[config.mk]
export PLATFORM = sky130hd
export DESIGN_NAME = capture_ctrl_flat
export DESIGN_NICKNAME = d
export VERILOG_FILES = /design/src/rtl/capture_ctrl_if.sv /design/src/rtl/capture_ctrl.sv /design/src/flat_wrapper.sv
export SDC_FILE = /design/constraint.sdc
export NUM_CORES = 1
export LEC_CHECK = 0
export BUFFER_PORTS_ARGS = -buffer_cell sky130_fd_sc_hd__buf_4
export CAP_MARGIN = 20
export CORE_UTILIZATION = 55
export CTS_BUF_LIST = sky130_fd_sc_hd__clkbuf_8
export CTS_CLUSTER_SIZE = 16
export DETAILED_ROUTE_END_ITERATION = 10
export PLACE_DENSITY = 0.88
export SLEW_MARGIN = 20
export SYNTH_ARGS = -nofsm -noshare
export SYNTH_HDL_FRONTEND = slang
export SYNTH_SLANG_ARGS = --single-unit
[constraint.sdc]
create_clock -name clk -period 5.1 [get_ports clk]
set_input_delay 0.765 -clock clk [delete_from_list [all_inputs] [get_ports clk]]
set_output_delay 0.765 -clock clk [all_outputs]
set_load 0.03 [all_outputs]
[src/rtl/capture_ctrl_if.sv]
// capture_ctrl_if: sample RAM bus (sync write port, async read port, strobes)
interface capture_ctrl_if #(
  parameter int ADDR_W = 8,
  parameter int DATA_W = 8
);
  logic              ram_cs;
  logic              ram_we;
  logic [ADDR_W-1:0] ram_addr_in;
  logic [DATA_W-1:0] ram_data_in;
  logic              ram_oe;
  logic [ADDR_W-1:0] ram_addr_out;
  logic [DATA_W-1:0] ram_data_out;
  modport master (
    output ram_cs, ram_we, ram_addr_in, ram_data_in, ram_oe, ram_addr_out,
    input  ram_data_out
  );
  modport slave (
    input  ram_cs, ram_we, ram_addr_in, ram_data_in, ram_oe, ram_addr_out,
    output ram_data_out
  );
endinterface

[src/rtl/capture_ctrl.sv]
// capture_ctrl: circular-buffer capture sequencer with level/edge trigger and trigger-relative readout
module capture_ctrl #(
  parameter int ADDR_W = 8,
  parameter int DATA_W = 8
) (
  input  logic              clk,
  input  logic              rst_n,
  input  logic              arm_i,
  input  logic              abort_i,
  input  logic              force_trig_i,
  input  logic              sample_valid_i,
  input  logic [DATA_W-1:0] sample_in_i,
  input  logic [DATA_W-1:0] trig_level_i,
  input  logic              trig_falling_i,
  input  logic [ADDR_W-1:0] pretrig_i,
  input  logic              rd_en_i,
  input  logic [ADDR_W-1:0] rd_idx_i,
  output logic [DATA_W-1:0] rd_data_o,
  output logic              busy_o,
  output logic              triggered_o,
  output logic              done_o,
  output logic [ADDR_W-1:0] start_addr_o,
  capture_ctrl_if.master    bus
);
  typedef enum logic [2:0] {IDLE, PRE, WAIT_TRIG, POST, DONE} state_t;
  state_t            state_q;
  logic [ADDR_W-1:0] wr_ptr_q, cnt_q, p_q, start_addr_q, waddr_q;
  logic [DATA_W-1:0] prev_q, wdata_q;
  logic              prev_ok_q, busy_q, done_q, triggered_q, we_q;
  logic              accept, edge_hit, trig;
  logic [ADDR_W-1:0] cnt_nxt;
  assign accept   = sample_valid_i && (state_q inside {PRE, WAIT_TRIG, POST});
  assign edge_hit = trig_falling_i ? (prev_q > trig_level_i && sample_in_i <= trig_level_i)
                                   : (prev_q < trig_level_i && sample_in_i >= trig_level_i);
  assign trig     = force_trig_i || (prev_ok_q && edge_hit);
  assign cnt_nxt  = cnt_q + 1'b1;
  // Capture sequencer: registered RAM write port, status flags and record bookkeeping
  always_ff @(posedge clk or negedge rst_n) begin
    if (!rst_n) begin
      state_q      <= IDLE;
      wr_ptr_q     <= '0;
      cnt_q        <= '0;
      p_q          <= '0;
      start_addr_q <= '0;
      waddr_q      <= '0;
      wdata_q      <= '0;
      prev_q       <= '0;
      prev_ok_q    <= 1'b0;
      busy_q       <= 1'b0;
      done_q       <= 1'b0;
      triggered_q  <= 1'b0;
      we_q         <= 1'b0;
    end else begin
      we_q <= accept && !abort_i;
      if (accept) begin
        waddr_q  <= wr_ptr_q;
        wdata_q  <= sample_in_i;
        wr_ptr_q <= wr_ptr_q + 1'b1;
      end
      if (abort_i) begin
        state_q     <= IDLE;
        busy_q      <= 1'b0;
        done_q      <= 1'b0;
        triggered_q <= 1'b0;
      end else begin
        case (state_q)
          IDLE, DONE: begin
            if (state_q == DONE) begin
              busy_q <= 1'b0;
              done_q <= 1'b1;
            end
            if (arm_i) begin
              wr_ptr_q    <= '0;
              cnt_q       <= '0;
              p_q         <= pretrig_i;
              prev_ok_q   <= 1'b0;
              done_q      <= 1'b0;
              triggered_q <= 1'b0;
              busy_q      <= 1'b1;
              state_q     <= (pretrig_i != '0) ? PRE : WAIT_TRIG;
            end
          end
          PRE: if (sample_valid_i) begin
            prev_q    <= sample_in_i;
            prev_ok_q <= 1'b1;
            cnt_q     <= cnt_nxt;
            if (cnt_nxt == p_q) state_q <= WAIT_TRIG;
          end
          WAIT_TRIG: if (sample_valid_i) begin
            prev_q    <= sample_in_i;
            prev_ok_q <= 1'b1;
            if (trig) begin
              triggered_q  <= 1'b1;
              start_addr_q <= wr_ptr_q - p_q;
              cnt_q        <= '0;
              state_q      <= (&p_q) ? DONE : POST;
            end
          end
          POST: if (sample_valid_i) begin
            cnt_q <= cnt_nxt;
            if (cnt_nxt == ~p_q) state_q <= DONE;
          end
          default: state_q <= IDLE;
        endcase
      end
    end
  end
  assign bus.ram_cs       = busy_q | done_q;
  assign bus.ram_we       = we_q;
  assign bus.ram_addr_in  = waddr_q;
  assign bus.ram_data_in  = wdata_q;
  assign bus.ram_oe       = rd_en_i & done_q;
  assign bus.ram_addr_out = start_addr_q + rd_idx_i;
  assign rd_data_o        = bus.ram_data_out;
  assign busy_o           = busy_q;
  assign triggered_o      = triggered_q;
  assign done_o           = done_q;
  assign start_addr_o     = start_addr_q;
endmodule

[src/flat_wrapper.sv]
// flat-port wrapper written by rule: the top's interface ports become plain ports
module capture_ctrl_flat 
#(
  parameter int ADDR_W = 8,
  parameter int DATA_W = 8
)
  (clk, rst_n, arm_i, abort_i, force_trig_i, sample_valid_i, sample_in_i, trig_level_i, trig_falling_i, pretrig_i, rd_en_i, rd_idx_i, rd_data_o, busy_o, triggered_o, done_o, start_addr_o, bus_ram_cs, bus_ram_we, bus_ram_addr_in, bus_ram_data_in, bus_ram_oe, bus_ram_addr_out, bus_ram_data_out);
  capture_ctrl_if #(.ADDR_W(ADDR_W), .DATA_W(DATA_W)) bus_i ();
  input  logic clk;
  input  logic rst_n;
  input  logic arm_i;
  input  logic abort_i;
  input  logic force_trig_i;
  input  logic sample_valid_i;
  input  logic [DATA_W-1:0] sample_in_i;
  input  logic [DATA_W-1:0] trig_level_i;
  input  logic trig_falling_i;
  input  logic [ADDR_W-1:0] pretrig_i;
  input  logic rd_en_i;
  input  logic [ADDR_W-1:0] rd_idx_i;
  output logic [DATA_W-1:0] rd_data_o;
  output logic busy_o;
  output logic triggered_o;
  output logic done_o;
  output logic [ADDR_W-1:0] start_addr_o;
  output wire logic [$bits(bus_i.ram_cs)-1:0] bus_ram_cs;
  output wire logic [$bits(bus_i.ram_we)-1:0] bus_ram_we;
  output wire logic [$bits(bus_i.ram_addr_in)-1:0] bus_ram_addr_in;
  output wire logic [$bits(bus_i.ram_data_in)-1:0] bus_ram_data_in;
  output wire logic [$bits(bus_i.ram_oe)-1:0] bus_ram_oe;
  output wire logic [$bits(bus_i.ram_addr_out)-1:0] bus_ram_addr_out;
  input wire logic [$bits(bus_i.ram_data_out)-1:0] bus_ram_data_out;
  assign bus_ram_cs = bus_i.ram_cs;
  assign bus_ram_we = bus_i.ram_we;
  assign bus_ram_addr_in = bus_i.ram_addr_in;
  assign bus_ram_data_in = bus_i.ram_data_in;
  assign bus_ram_oe = bus_i.ram_oe;
  assign bus_ram_addr_out = bus_i.ram_addr_out;
  assign bus_i.ram_data_out = bus_ram_data_out;
  capture_ctrl #(.ADDR_W(ADDR_W), .DATA_W(DATA_W)) u_core (.clk(clk), .rst_n(rst_n), .arm_i(arm_i), .abort_i(abort_i), .force_trig_i(force_trig_i), .sample_valid_i(sample_valid_i), .sample_in_i(sample_in_i), .trig_level_i(trig_level_i), .trig_falling_i(trig_falling_i), .pretrig_i(pretrig_i), .rd_en_i(rd_en_i), .rd_idx_i(rd_idx_i), .rd_data_o(rd_data_o), .busy_o(busy_o), .triggered_o(triggered_o), .done_o(done_o), .start_addr_o(start_addr_o), .bus(bus_i));
endmodule
# After elaboration in Yosys (flattened, before gate mapping)
# Cells that the tools add are included.
[totals]
regBits = 64
output_inout_bits = 46
word_cells = 106
[op_classes]
n_addsub = 4
n_lt_le_gt_ge = 4
eq_ne = 18
mux = 36
bitwise = 4
n_reduce_logical = 27
[ops]
columns = ["op", "n"]
rows = [
  ["two-way mux 8 bit", 8],
  ["two-way mux 3 bit", 9],
  ["one-hot mux 8 bit (3 select lines)", 1],
  ["!= test 3 bit, second input constant", 6],
  ["adder 8 x 1 -> 8 bit, second input constant", 2],
  ["== test 8 bit", 2],
  ["two-way mux 1 bit", 14],
  ["one-hot mux 3 bit (4 select lines)", 1],
  ["AND reduction 4 bit", 3],
  ["nonzero test 3 bit", 4],
  ["adder 8 bit", 1],
  [">= comparator 8 bit", 1],
  ["> comparator 8 bit", 1],
  ["<= comparator 8 bit", 1],
  ["less-than comparator 8 bit", 1],
  ["inverter 8 bit", 1],
  ["AND reduction 8 bit", 1],
  ["nonzero test 8 bit", 1],
  ["subtractor 8 bit", 1],
  ["AND reduction 7 bit", 1],
  ["== test 3 x 2 -> 1 bit, second input constant", 2],
  ["!= test 2 x 1 -> 1 bit, second input constant", 3],
  ["AND reduction 3 bit", 2],
  ["AND reduction 6 bit", 1],
  ["other kinds (16)", 25],
]

# Depth between registers and ports, before layout
# Gate-level depths: netlist of the first run.
[depth]
depth_word = 9
depth_mapped = 10
mapped_depth_nobuf = 10

# Worst setup path before layout of the first run
# No wires, ideal clock.
[synth_path]
path_type = "input-to-output"
startpoint = "input port rd_idx_i[0]"
endpoint = "output port bus_ram_addr_out[6]"
arrival_ps = 2360
t_required_ps = 4335
setup_slack_ps = 1975
path_stages = 9
path_buffers = 0
cell_sequence = "ha_1 inv_1 fa_1 inv_1 a21oi_1 o21bai_1 a21o_1 a21oi_1 xnor2_1"
[synth_between]
elab_chain_len = 1
[synth_lines]
columns = ["element", "line_no", "rtl"]
rows = [
  ["start: declaration", "flat_wrapper.sv:20", "input logic [ADDR_W-1:0] rd_idx_i;"],
  ["adder 8 bit", "capture_ctrl.sv:113", "assign bus.ram_addr_out = start_addr_q + rd_idx_i;"],
  ["end: declaration", "flat_wrapper.sv:31", "output wire logic [$bits(bus_i.ram_addr_out)-1:0] bus_ram_addr_out;"],
]
# Every way passes these cells.

# Worst setup path in the final report of the first run
[layout_path]
startpoint = "input port rd_idx_i[1]"
endpoint = "output port bus_ram_addr_out[7]"
# The elaborated chain is that of the path after synthesis.

==> results.sh, run 1 <==
export IMPL_hold_viol_final=0
export IMPL_power_density_nw_per_um2=618.7
export IMPL_final_max_slew_viol_count=0
export IMPL_worstSetupEndpointType="primary output"
export IMPL_dp_hpwl_mm=6.883
export IMPL_path_class="in2out"
export IMPL_fin_worst_skew_ns=0.008713
export IMPL_clk_pin_slew_ns=0.08
export IMPL_ff2ff_path_depth=8
export IMPL_worstSetupStartpointType="primary input"
export IMPL_drive_above_1_share_pct=30.08
export IMPL_yosysTopAreaCell="dfrtp_1"
export IMPL_vias=3341
export IMPL_cts_path_max_buffers=2
export IMPL_synth_cells=419
export IMPL_viasPerCell=5.653
export IMPL_post_cts_setup_buffers=0
export IMPL_grt_setup_unrepaired="no"
export IMPL_cts_sinks=64
export IMPL_io_buffers=77
export IMPL_avgSynthCellArea_um2=10.02
export IMPL_power_total_mw=3.079
export IMPL_num_rows=31
export IMPL_syn2layout_area_growth_pct=18.57
export IMPL_gp_congestion=0.8740
export IMPL_fillers=525
export IMPL_whs_ns=0.4871
export IMPL_grt_pass1_vias=3361
export IMPL_drtIter0Drc=196
export IMPL_ctsResizeCount=0
export IMPL_ys_types=65
export IMPL_dieArea_um2=7986
export IMPL_core_um2=7331
export IMPL_synthArstFlopShare_pct=100.0
export IMPL_drcViolationCount=0
export IMPL_seq_area_frac_synth_pct=38.15
export IMPL_final_instance_count_excl_fill=591
export IMPL_rr_endpoint="u_core.state_q[1]$_DFFE_PN0P_"
export IMPL_max_freq_mhz=312.9
export IMPL_syn_nets=501
export IMPL_reg2reg_slack_ns=2.54
export IMPL_initial_core_util_pct=57.26
export IMPL_final_seq_area_um2=1602
export IMPL_tightest_slew_ns=0.8229
export IMPL_h_tree_depth=3
export IMPL_yosys_top_cells_area="dfrtp_1 38%, ha_1 9.5%, mux2_2 8.3%, xnor2_1 4.2%, inv_1 3.0%"
export IMPL_cp_arrival_ns=2.43
export IMPL_grt_antenna_before_repair=0
export IMPL_required_ns=4.34
export IMPL_fin_nets=569
export IMPL_finalSetupViolCount=0
export IMPL_synth_top_area_share_pct=38.15
export IMPL_grt_usage_pct=25.57
export IMPL_yosys_warnings=0
export IMPL_p_leak_nw=2.352
export IMPL_diodes=0
export IMPL_fin_crit_sh_pct=62.66
export IMPL_wl_per_cell_um=15.70
export IMPL_multi_input_area_um2=2327
export IMPL_postCtsHoldBufs=0
export IMPL_synthesis_area_um2=4198
export IMPL_setup_tns_ns=0
export IMPL_finalCriticalPeriod_ns=3.196
export IMPL_worst_skew_pair_late_latency_ns=0.35
export IMPL_die_height_um=89.37
export IMPL_placedCellCount=575
export IMPL_ir_drop_v=0.0003191
export IMPL_synth_seq_cells=64
export IMPL_slew_limit_headroom_pct=45.14
export IMPL_cap_violations=0
export IMPL_die_w_um=89.37
export IMPL_hp_class="in2async"
export IMPL_gr_total_overflow=0
export IMPL_cp_max_fo=2
export IMPL_cts_tree="built"
export IMPL_grt_pass1_wl_mm=15.38
export IMPL_postLayoutCoreUtil_pct=67.90
export IMPL_r2r_start="u_core.cnt_q[0]$_DFFE_PN0P_"
export IMPL_synthFlopType="dfrtp_1"
export IMPL_numCtsBuffers=9
export IMPL_wirelength_mm=9.278
export IMPL_dr_pass1_iters=5
export IMPL_io_pins=94
export IMPL_status="finished, final reports clean"
export IMPL_clk_root_buffer_cell="clkbuf_8"
export IMPL_synth_enable_flop_cells=0
export IMPL_grt_max_degree=65
export IMPL_ant_nets=0
kinds of logic after synthesis:
group | Yosys count | synth area share (%)
fa+ha+maj | 34 | 10.49
mux | 38 | 10.01
xor+xnor | 34 | 7.630
simple gates | 109 | 13.98
buf+inv | 58 | 6.408
compound gates | 82 | 13.32
flops | 64 | 38.15
routing by layer:
layer	share of wire, %	track usage (%)
met5	0	0
met1	43	31.12
met2	50	43.86
met3	4.7	5.817
met4	2.0	10.53
where the power goes:
part / internal (mW) / switching [mW]
Combinational: 0.763 / 0.938
Clock: 0.226 / 0.221
Sequential: 0.703 / 0.229
flip-flops by register name (all words and copies together), names as in the netlist:
name	count
u_core.done_o	1
u_core.cnt_q	8
u_core.busy_o	1
u_core.prev_ok_q	1
u_core.state_q	3
u_core.bus.ram_data_in	8
u_core.bus.ram_we	1
u_core.p_q	8
u_core.start_addr_o	8
u_core.prev_q	8
u_core.triggered_o	1
u_core.wr_ptr_q	8
u_core.bus.ram_addr_in	8
synth_stat cells, drive strengths merged, types with 5 or more instances:
library cell and number:
a21oi 21, a31oi 9, and3 5, buf 17, clkbuf 5, dfrtp 64
ha 32, inv 36, mux2 32, mux2i 6, nand2 22, nand2b 8
nand3 8, nand4 5, nor2 27, nor2b 5, nor3 14, o21ai 23
xnor2 23, xor2 11
cell usage in the layout (no fill, tap or decap), types with 3 or more instances in the layout:
cell type / netlist / final
o21ai_0: 22 / 22
mux2i_1: 6 / 6
nor2b_1: 5 / 5
nor4_1: 4 / 4
inv_1: 34 / 35
buf_4: 10 / 79
nand2_1: 22 / 22
and3_1: 3 / 3
clkbuf_8: 0 / 9
nor3_1: 13 / 13
nand4_1: 4 / 4
xnor2_2: 3 / 3
nand2b_1: 8 / 8
ha_1: 32 / 32
mux2_2: 31 / 31
a21oi_1: 20 / 20
nor2_1: 25 / 25
dfrtp_1: 64 / 64
xnor2_1: 20 / 20
nand3_1: 7 / 7
o21bai_1: 4 / 4
xor2_1: 11 / 11
a31oi_1: 9 / 9
a21o_1: 4 / 4
worst max-delay path: stages:
cell	delay (ns)
buf_4	0.11
ha_1	0.28
a21o_1	0.17
a21oi_1	0.22
o21bai_1	0.10
a21oi_1	0.23
o21ai_0	0.16
xnor2_1	0.20
buf_4	0.20
worst max path at each step:
stage	start	endpoint	slack (ns)	depth (start not counted)
global route	rd_idx_i[1]	bus_ram_addr_out[7]	1.79	9
detailed placement	rd_idx_i[1]	bus_ram_addr_out[7]	1.91	9
floorplan	rd_idx_i[0]	bus_ram_addr_out[6]	1.97	9
CTS	rd_idx_i[1]	bus_ram_addr_out[7]	1.91	9
finish	rd_idx_i[1]	bus_ram_addr_out[7]	1.90	9
global placement	rd_idx_i[1]	bus_ram_addr_out[7]	2.02	9
stage by stage:
stage	instance area [um2]	setup WS, ns
floorplan	4198	1.975
global placement	4781	2.021
detailed placement	4781	1.911
CTS	4977	1.906
global route	4977	1.791
finish	4977	1.904
final cells by class:
| type | instances | area share, % |
|---|---|---|
| clock buffers | 9 | 2.489 |
| clock inverters | 7 | 1.458 |
| inverters | 36 | 2.715 |
| multi-input cells | 297 | 46.76 |
| flip-flops and latches | 64 | 32.18 |
| well taps | 99 | 2.489 |
| repair buffers | 79 | 11.92 |
No activity file was read; power rests on OpenSTA's default activity.
==> inputs of run 2 (changes only) <==
- CORE_UTILIZATION: 55 -> 51
- PLACE_DENSITY: 0.88 -> 0.86
- clock period: 5.1 -> 2.85 ns (I/O delays scaled with it)
==> run 2 against run 1 <==
- global-route usage shrank 2.5 points
- worst hold slack lost 0.33 ns
- routed wire length grew 0.24%
- combinational power grew 84%
- sequential share of layout area shrank 0.28 points
- final area grew 0.88%
- count of clock-buffer cells in the layout is the same
- setup slack lost 1.7 ns
- first-iteration DRC count shrank 21%
- flip-flop and latch count is the same
- final cell count grew 1.2%
- critical path type is now reg2out
- critical endpoint unchanged
==> results.sh, run 2 (synthesized netlist as in run 1, its figures left out) <==
export IMPL_fin_crit_sh_pct=93.37
export IMPL_viasPerCell=5.674
export IMPL_finalSetupViolCount=0
export IMPL_setup_tns_ns=0
export IMPL_finalCriticalPeriod_ns=2.661
export IMPL_grt_pass1_wl_mm=15.50
export IMPL_grt_usage_pct=23.07
export IMPL_fin_worst_skew_ns=0.01057
export IMPL_ir_drop_v=0.0006354
export IMPL_worstSetupEndpointType="primary output"
export IMPL_drcViolationCount=0
export IMPL_fillers=602
export IMPL_power_density_nw_per_um2=1110
export IMPL_wl_per_cell_um=15.55
export IMPL_cp_max_fo=3
export IMPL_path_class="reg2out"
export IMPL_grt_max_degree=65
export IMPL_grt_pass1_vias=3421
export IMPL_clk_root_buffer_cell="clkbuf_8"
export IMPL_dp_hpwl_mm=6.901
export IMPL_power_total_mw=5.575
export IMPL_p_clk_share_pct=14.6
export IMPL_gp_congestion=0.9418
export IMPL_post_dp_cell_area_um2=4807
export IMPL_cp_arrival_ns=2.23
export IMPL_clk_pin_slew_ns=0.08
export IMPL_fin_nets=573
export IMPL_final_common_cell="buf_4"
export IMPL_io_pins=94
export IMPL_gr_total_overflow=0
export IMPL_rr_endpoint="u_core.state_q[1]$_DFFE_PN0P_"
export IMPL_num_rows=32
export IMPL_max_freq_mhz=375.8
export IMPL_die_w_um=92.73
export IMPL_combPwrFrac_pct=55.9
export IMPL_dieArea_um2=8598
export IMPL_reg2reg_slack_ns=0.24
export IMPL_r2r_start="u_core.cnt_q[0]$_DFFE_PN0P_"
export IMPL_syn2layout_area_growth_pct=19.61
export IMPL_vias=3393
export IMPL_worstSetupStartpointType="register"
export IMPL_tightest_slew_ns=0.7865
export IMPL_drive_above_1_share_pct=31.05
export IMPL_p_sw_mw=2.506
export IMPL_p_leak_nw=2.369
export IMPL_wirelength_mm=9.300
export IMPL_startpoint="u_core.start_addr_o[1]$_DFFE_PN0P_"
export IMPL_power_internal_mw=3.070
export IMPL_io_buffers=77
export IMPL_cts_path_max_buffers=2
export IMPL_status="finished, final reports clean"
export IMPL_drtIter0Drc=154
export IMPL_cts_sinks=64
export IMPL_hold_viol_final=0
export IMPL_ant_nets=0
export IMPL_cts_tree="built"
export IMPL_p_sw_share_pct=44.94
export IMPL_initial_core_util_pct=53.49
export IMPL_h_tree_depth=3
export IMPL_worst_skew_pair_late_latency_ns=0.34
export IMPL_p_seq_share_pct=29.5
export IMPL_final_area_um2=5021
export IMPL_die_height_um=92.73
export IMPL_slew_limit_headroom_pct=47.57
export IMPL_dr_pass1_iters=5
export IMPL_core_um2=7848
export IMPL_hp_class="in2async"
export IMPL_grt_setup_unrepaired="no"
export IMPL_final_max_slew_viol_count=0
export IMPL_grt_antenna_before_repair=0
export IMPL_ff2ff_path_depth=8
export IMPL_required_ns=2.42
export IMPL_cap_violations=0
export IMPL_numCtsBuffers=9
export IMPL_diodes=0
export IMPL_layout_common_cells="83 x buf_4, 64 x dfrtp_1, 34 x inv_1"
export IMPL_postCtsHoldBufs=0
-- run 2: worst max-delay path, cell delays in order (launching register included) --
cell,delay [ns]
dfrtp_1,0.40
ha_1,0.27
a21o_1,0.18
a21oi_1,0.21
o21bai_1,0.10
a21oi_2,0.20
o21ai_0,0.15
xnor2_1,0.18
buf_4,0.19
-- run 2: power by group through the flow --
| stage | Combinational [mW] | Clock, mW | Sequential (mW) |
|---|---|---|---|
| 2_1_floorplan | 2.07 | 0 | 1.79 |
| 5_1_grt | 3.39 | 0.859 | 1.70 |
| 3_3_place_gp | 2.96 | 0 | 1.63 |
| 4_1_cts | 3.10 | 0.819 | 1.64 |
| 3_5_place_dp | 3.06 | 0 | 1.66 |
| 6_report | 3.12 | 0.811 | 1.65 |
-- run 2: layout make-up --
| type | instances | area [um2] | share of cell area [%] |
|---|---|---|---|
| Clock inverter | 7 | 78.83 | 1.570 |
| Sequential cell | 64 | 1602 | 31.90 |
| Multi-Input combinational cell | 297 | 2331 | 46.42 |
| Tap cell | 102 | 127.6 | 2.542 |
| Timing Repair Buffer | 83 | 623.1 | 12.41 |
| Clock buffer | 9 | 123.9 | 2.467 |
| Inverter | 36 | 135.1 | 2.691 |
-- run 2: worst max-delay path by stage --
stage                                                    end  slack, ns  depth (start not counted)
after global placement    u_core.start_addr_o[2]$_DFFE_PN0P_       0.34                          8
after detailed placement  u_core.start_addr_o[2]$_DFFE_PN0P_       0.27                         10
after CTS                                bus_ram_addr_out[7]       0.12                          8
after floorplan                          bus_ram_addr_out[6]       0.24                          9
after global routing                     bus_ram_addr_out[6]       0.02                         10
final                                    bus_ram_addr_out[7]       0.19                          8
-- run 2: what timing repair did --
item,4_1_cts,5_1_grt
setup buffers,0,1
setup endpoints to repair,0,2
resized for setup,0,1
-- run 2: per-stage QoR --
stage	hold slack [ns]	utilization (%)	setup WS, ns	std cells
2_1_floorplan	0.1319	-	0.2411	419
3_3_place_gp	0.4644	61.26	0.3436	581
3_5_place_dp	0.4876	61.26	0.2688	581
4_1_cts	0.1971	63.84	0.1196	597
5_1_grt	0.2304	63.98	0.01837	598
6_report	0.1610	63.98	0.1890	598
-- run 2: metal layers --
metal	global-route usage (%)	up-vias	share of wire, %
met5	0	-	0
met3	4.680	28	5.5
met2	38.46	122	49
met1	27.54	1629	42
li1	-	1614	-
met4	13.59	0	3.3
